### config.mk
export PLATFORM = sky130hd
export DESIGN_NAME = class_decision_unit
export DESIGN_NICKNAME = d
export VERILOG_FILES = /design/src/rtl/nn_pkg.sv /design/src/rtl/argmax_scan.sv /design/src/rtl/class_decision_unit.sv
export SDC_FILE = /design/constraint.sdc
export NUM_CORES = 1
export LEC_CHECK = 0
export ABC_CLOCK_PERIOD_IN_PS = 8300
export CAP_MARGIN = 0
export CORE_ASPECT_RATIO = 0.6
export CORE_MARGIN = 3
export CORE_UTILIZATION = 55
export DETAILED_ROUTE_END_ITERATION = 10
export GPL_ROUTABILITY_DRIVEN = 1
export GPL_TIMING_DRIVEN = 0
export PLACE_DENSITY = 0.94
export SYNTH_ARGS = -nofsm -noshare
export SYNTH_HDL_FRONTEND = slang
export SYNTH_SLANG_ARGS = --single-unit
### constraint.sdc
create_clock -name clk -period 8.3 [get_ports clk]
set_input_delay 1.66 -clock clk [delete_from_list [all_inputs] [get_ports clk]]
set_output_delay 1.66 -clock clk [all_outputs]
set_load 0.02 [all_outputs]
### src/rtl/nn_pkg.sv
// Shared types and sizes for the neural-network decision path.
// N_CLASSES tracks the final dense layer's output width.
package nn_pkg;
    localparam int FINAL_LAYER_OUT = 4;
    localparam int N_CLASSES       = FINAL_LAYER_OUT;
    localparam int PROB_W          = 16;
    localparam int CLASS_W         = $clog2(N_CLASSES);

    typedef logic [PROB_W-1:0] prob_t;

    typedef enum logic [1:0] {
        IDLE   = 2'd0,
        SCAN   = 2'd1,
        DECIDE = 2'd2
    } dec_state_t;
endpackage

### src/rtl/argmax_scan.sv
// Serial arg-max over a registered probability vector, one entry per cycle.
// Ties keep the lowest index because only a strictly greater entry replaces the max.
module argmax_scan #(
    parameter int N_CLASSES = nn_pkg::N_CLASSES,
    parameter int PROB_W    = nn_pkg::PROB_W,
    localparam int CLASS_W  = $clog2(N_CLASSES)
) (
    input  logic              clk,
    input  logic              rst_n,
    input  logic              start,
    input  logic [PROB_W-1:0] probs [0:N_CLASSES-1],
    output logic              done,
    output logic [PROB_W-1:0] max_val,
    output logic [CLASS_W-1:0] max_idx
);
    logic               r_active;
    logic [CLASS_W-1:0] r_idx;
    logic [PROB_W-1:0]  r_max_val;
    logic [CLASS_W-1:0] r_max_idx;

    logic               w_last;
    logic [PROB_W-1:0]  w_entry;

    assign w_last  = (r_idx == CLASS_W'(N_CLASSES - 1));
    assign w_entry = probs[r_idx];

    always_ff @(posedge clk) begin
        if (!rst_n) begin
            r_active  <= 1'b0;
            r_idx     <= '0;
            r_max_val <= '0;
            r_max_idx <= '0;
        end else if (start) begin
            r_active <= 1'b1;
            r_idx    <= '0;
        end else if (r_active) begin
            // Entry 0 seeds the running max regardless of stale contents.
            if (r_idx == '0 || w_entry > r_max_val) begin
                r_max_val <= w_entry;
                r_max_idx <= r_idx;
            end
            if (w_last) begin
                r_active <= 1'b0;
            end else begin
                r_idx <= r_idx + 1'b1;
            end
        end
    end

    assign done    = r_active && w_last;
    assign max_val = r_max_val;
    assign max_idx = r_max_idx;
endmodule

### src/rtl/class_decision_unit.sv
// Decision end of the NN path: arg-max, confidence threshold and a streak filter
// that emits one detection pulse once the same winner persists HOLD_FRAMES frames.
module class_decision_unit #(
    parameter int N_CLASSES   = nn_pkg::N_CLASSES,
    parameter int PROB_W      = nn_pkg::PROB_W,
    parameter int HOLD_FRAMES = 3,
    localparam int CLASS_W    = $clog2(N_CLASSES)
) (
    input  logic                   clk,
    input  logic                   rst_n,
    // Handshake: a frame transfers on a rising edge where prob_valid && prob_ready.
    // Upstream holds probabilities/threshold stable until that edge.
    input  logic                   prob_valid,
    output logic                   prob_ready,
    input  logic [PROB_W-1:0]      probabilities [0:N_CLASSES-1],
    input  logic [PROB_W-1:0]      threshold,
    input  logic                   clear,
    output logic                   det_valid,
    output logic [CLASS_W-1:0]     det_class,
    output logic [PROB_W-1:0]      det_conf,
    output logic                   busy,
    output nn_pkg::dec_state_t     dbg_state,
    output logic [3:0]             dbg_streak
);
    import nn_pkg::*;

    localparam logic [3:0] HOLD = 4'(HOLD_FRAMES);

    dec_state_t         r_state;
    logic [PROB_W-1:0]  r_probs [0:N_CLASSES-1];
    logic [PROB_W-1:0]  r_thresh;
    logic [3:0]         r_streak;
    logic [CLASS_W-1:0] r_last_idx;
    logic               r_last_ok;
    logic               r_det_valid;
    logic [CLASS_W-1:0] r_det_class;
    logic [PROB_W-1:0]  r_det_conf;

    logic               w_accept;
    logic               w_done;
    logic [PROB_W-1:0]  w_max_val;
    logic [CLASS_W-1:0] w_max_idx;
    logic               w_cand_ok;
    logic               w_same;
    logic [3:0]         w_streak_nxt;
    logic               w_fire;

    assign w_accept = prob_valid && (r_state == IDLE);

    argmax_scan #(
        .N_CLASSES (N_CLASSES),
        .PROB_W    (PROB_W)
    ) u_scan (
        .clk     (clk),
        .rst_n   (rst_n),
        .start   (w_accept),
        .probs   (r_probs),
        .done    (w_done),
        .max_val (w_max_val),
        .max_idx (w_max_idx)
    );

    assign w_cand_ok = (w_max_val >= r_thresh);
    assign w_same    = w_cand_ok && r_last_ok && (w_max_idx == r_last_idx);

    always_comb begin
        w_streak_nxt = 4'd0;
        if (w_same) begin
            w_streak_nxt = (r_streak >= HOLD) ? HOLD : r_streak + 4'd1;
        end else if (w_cand_ok) begin
            w_streak_nxt = 4'd1;
        end
    end

    // A winner already held at HOLD does not retrigger; any restarted streak that
    // reaches HOLD does.
    assign w_fire = (r_state == DECIDE) && !clear && (w_streak_nxt == HOLD)
                    && !(w_same && r_streak == HOLD);

    always_ff @(posedge clk) begin
        if (w_accept) begin
            r_probs <= probabilities;
        end
    end

    always_ff @(posedge clk) begin
        if (!rst_n) begin
            r_state     <= IDLE;
            r_thresh    <= '0;
            r_streak    <= 4'd0;
            r_last_idx  <= '0;
            r_last_ok   <= 1'b0;
            r_det_valid <= 1'b0;
            r_det_class <= '0;
            r_det_conf  <= '0;
        end else begin
            r_det_valid <= 1'b0;
            case (r_state)
                IDLE: begin
                    if (w_accept) begin
                        r_thresh <= threshold;
                        r_state  <= SCAN;
                    end
                end
                SCAN: begin
                    if (w_done) begin
                        r_state <= DECIDE;
                    end
                end
                DECIDE: begin
                    r_state    <= IDLE;
                    r_streak   <= w_streak_nxt;
                    r_last_idx <= w_max_idx;
                    r_last_ok  <= w_cand_ok;
                    if (w_fire) begin
                        r_det_valid <= 1'b1;
                        r_det_class <= w_max_idx;
                        r_det_conf  <= w_max_val;
                    end
                end
                default: r_state <= IDLE;
            endcase
            // Flush overrides the DECIDE update above.
            if (clear) begin
                r_streak  <= 4'd0;
                r_last_ok <= 1'b0;
            end
        end
    end

    assign prob_ready = (r_state == IDLE);
    assign busy       = (r_state != IDLE);
    assign det_valid  = r_det_valid;
    assign det_class  = r_det_class;
    assign det_conf   = r_det_conf;
    assign dbg_state  = r_state;
    assign dbg_streak = r_streak;
endmodule

==> results by group <==
Power and ir drop
  – P_leak: roughly 2.8 nW
  – Switch share: between 20% and 30%
  – Power Density: between 200 and 250 nW/um^2
  – Clock power frac: 43.9%
  – Worst IR drop on VDD: 0.165 mV
  – NetSw: 0.000366 W
  – Pwr Total: 0.00159 W
  – Internal: between 0.001 and 0.0015 W
  – Combinational share of power: 11.2%
  – Part of the power in registers: ~45%

Die
  – Total I/O pin count: 111
  – Core ar.: about 9600 sq um
  – Rows: 27
  – Die area: 11,600 sq um
  – Starting Density: 58.9%
  – Die Ht: 84.5 um
  – Die X: 137 um

Yosys
  – Cell Area, Synth: 5650 sq um
  – Register bit total from synthesis: around 130
  – Number of synthesized flops with an enable pin: 64
  – Synth unique cells: 43
  – Main flop type after synthesis: dfxtp_1
  – Synth Warn #: 0
  – Ys async rst share: 0%
  – Post-Synthesis Cells: roughly 470
  – Synthesized area per cell: 12.0 sq um
  – Syn Nets: about 600
  – Seq/Total Area, Yosys: between 50% and 60%

Clock tree
  – H-tree depth: 4
  – Clk_lat worst skew: a little over 0.4 ns
  – TritonCTS clock tree: yes
  – Num CTS Buffers: 17
  – Sink Count: 129
  – Post_cts resized: 0
  – Max Buffers Root-to-Sink: 2
  – Post-CTS setup buffers: 0
  – Clock slew at reported path FFs: roughly 0.060 ns
  – CTS Hold Buffers Added: 0
  – CTS root buf: clkbuf_16

Timing
  – Post-layout min period: 3.84 ns
  – Max Fclk: 0.260 GHz
  – Unrepaired setup endpoints after global routing: false
  – Slew Limit Fails: 0
  – Rel. slew slack: 39.1%
  – Final hold vios: 0
  – Setup Total Neg Slack: 0 ns
  – Clock Skew: 0.00745 ns
  – Final Setup Violations: 0
  – Final Cycle Share: 46.3%
  – Worst-Margin Slew: 0.914 ns

Worst setup path
  – CP required: 8.62 ns
  – CP endpoint kind: register
  – Worst Path Arrival: 4.16 ns
  – Startpoint types: input port
  – CP Max Fanout: 73
  – Worst Setup Path Type: input port to register

Finish
  – Synthesis-to-layout area growth: 32.4%
  – Final instance area: between 7000 and 8000 sq um
  – Diode count: 0
  – # nets final: 719
  – Share of post-route cells with drive strength above 1: under 10%

Global route
  – Initial antenna violation count: 0
  – Largest net degree at the start of global routing: 74
  – Vias in the first global route: 4,374
  – Total congestion overflow: 0
  – First-pass GRT wire length: 21,600 um
  – Overall Global Routing Usage: 24.5%

Route
  – 1st-iter DRT viols: 242
  – Average wire per standard cell: 18.0 um
  – Drt total wl: 13,400 um
  – Drt drc: 0
  – Antenna Nets Post-Route: 0
  – Via density: 5.53
  – Total number of vias: just over 4,000
  – DR pass1 iterations: 5

Placed design
  – PortBufs: 110
  – Cell Area, Placed: 6920 sq um
  – DP HPWL: 9520 um
  – Placer congestion estimate: 0.874

Run
  – Max Cap Viol: 0

Min path
  – Hold WC Path Type: register to register

Run status
  – Status: completed
[power by group through the flow]
stage / clock (W) / combinational, W / sequential (W)
6_report: 0.000699 / 0.000177 / 0.000714
4_1_cts: 0.000706 / 0.000176 / 0.000714
5_1_grt: 0.000741 / 0.000195 / 0.000716
3_3_place_gp: 0 / 0.000163 / 0.000725
2_1_floorplan: 0 / 0.0000991 / 0.000722
3_5_place_dp: 0 / 0.000173 / 0.000727
[cell families (layout without fill, tap and decap cells)]
family / Yosys count / after routing / share of synthesized area [%]
AO/OA/AOI/OAI: 54 / 54 / 6.84
AND/OR/NAND/NOR: 141 / 141 / 10.7
XOR/XNOR: 3 / 3 / 0.465
adder cells (fa/ha/maj): 35 / 35 / 7.75
flip-flops: 129 / 129 / 57.0
multiplexers: 52 / 52 / 12.7
buffers and inverters: 57 / 199 / 4.49
[synthesized netlist by cell type (2+ instances only)]
| master | number | area [sq um] |
|---|---|---|
| nor2b_1 | 4 | 25.0 |
| xnor2_1 | 3 | 26.3 |
| nand2_1 | 99 | 372 |
| nor3_1 | 6 | 30.0 |
| nor2_1 | 10 | 37.5 |
| nand2b_1 | 4 | 25.0 |
| and3_1 | 2 | 12.5 |
| buf_1 | 2 | 7.51 |
| and2_1 | 2 | 12.5 |
| a21boi_0 | 19 | 143 |
| buf_6 | 2 | 22.5 |
| nand4_1 | 5 | 31.3 |
| mux4_2 | 16 | 360 |
| edfxtp_1 | 64 | 1920 |
| o21ai_0 | 5 | 25.0 |
| dfxtp_1 | 65 | 1300 |
| ha_1 | 35 | 438 |
| nand3_1 | 4 | 20.0 |
| clkbuf_1 | 10 | 37.5 |
| a21o_1 | 2 | 15.0 |
| o21a_1 | 5 | 37.5 |
| inv_1 | 36 | 135 |
| buf_2 | 4 | 20.0 |
| a21oi_1 | 13 | 65.1 |
| mux2i_1 | 36 | 360 |
[final cells by class]
type,instances,area (sq um)
Tap cell,130,163
Clock inverter,9,52.6
Buffer,20,118
Sequential cell,129,3220
Clock buffer,23,514
Multi-Input combinational cell,285,2180
Inverter,37,139
Fill cell,564,2110
Timing Repair Buffer,110,1100
[per-stage QoR]
step           cells  hold WS (ns)  utilization [%]  worst slack, ns
2_1_floorplan    471         0.443                -             4.63
3_3_place_gp     711         0.444             72.1             3.74
3_5_place_dp     711         0.451             72.1             4.08
4_1_cts          743         0.461             78.0             4.51
5_1_grt          743         0.488             78.0             4.31
6_report         743         0.456             78.0             4.46
[worst max-delay path: stages]
cell	delay (ns)
clkdlybuf4s50_1	0.47
or3b_2	0.44
buf_2	0.21
clkinv_1	0.19
buf_4	0.69
nand2_1	0.15
a21boi_0	0.24
[state kept, by name, summed over array words and instances, names as in the netlist]
signal and flops:
dbg_state 2, dbg_streak 4, det_class 2, det_conf 16, det_valid 1, r_last_idx 2
r_last_ok 1, r_probs 64, r_thresh 16, u_scan.max_idx 2, u_scan.max_val 16, u_scan.r_active 1
u_scan.r_idx 2
[metal layers]
layer  vias to the layer above  global-route usage, %  wire length [um]
li1                       1927                      -                 -
met2                       190                   39.5              6450
met3                        28                   8.20              1210
met1                      1966                   30.7              5470
met5                         -                      0                 0
met4                         0                   9.33               270
[path summary, 6_finish.rpt]
check | slack [ns] | cells past startpoint | startpoint | endpoint
setup / recovery | 4.46 | 7 | prob_valid | r_thresh[12]
hold / removal | 0.46 | 2 | det_conf[11] | det_conf[11]
setup reg to reg | 4.53 | 11 | u_scan.r_idx[1] | u_scan.max_val[2]
hold reg to reg | 0.46 | 2 | det_conf[11] | det_conf[11]
[cell usage in the layout, fill, tap and decap left out, drive strengths merged, types with 10 or more instances in the layout]
cell / count
a21oi: 13
mux2i: 36
nand2: 99
a21boi: 19
inv: 37
edfxtp: 64
ha: 35
clkbuf: 33
clkdlybuf4s50: 110
buf: 10
dfxtp: 65
mux4: 16
nor2: 10
Note: power is estimated with default switching activity, not from simulation.
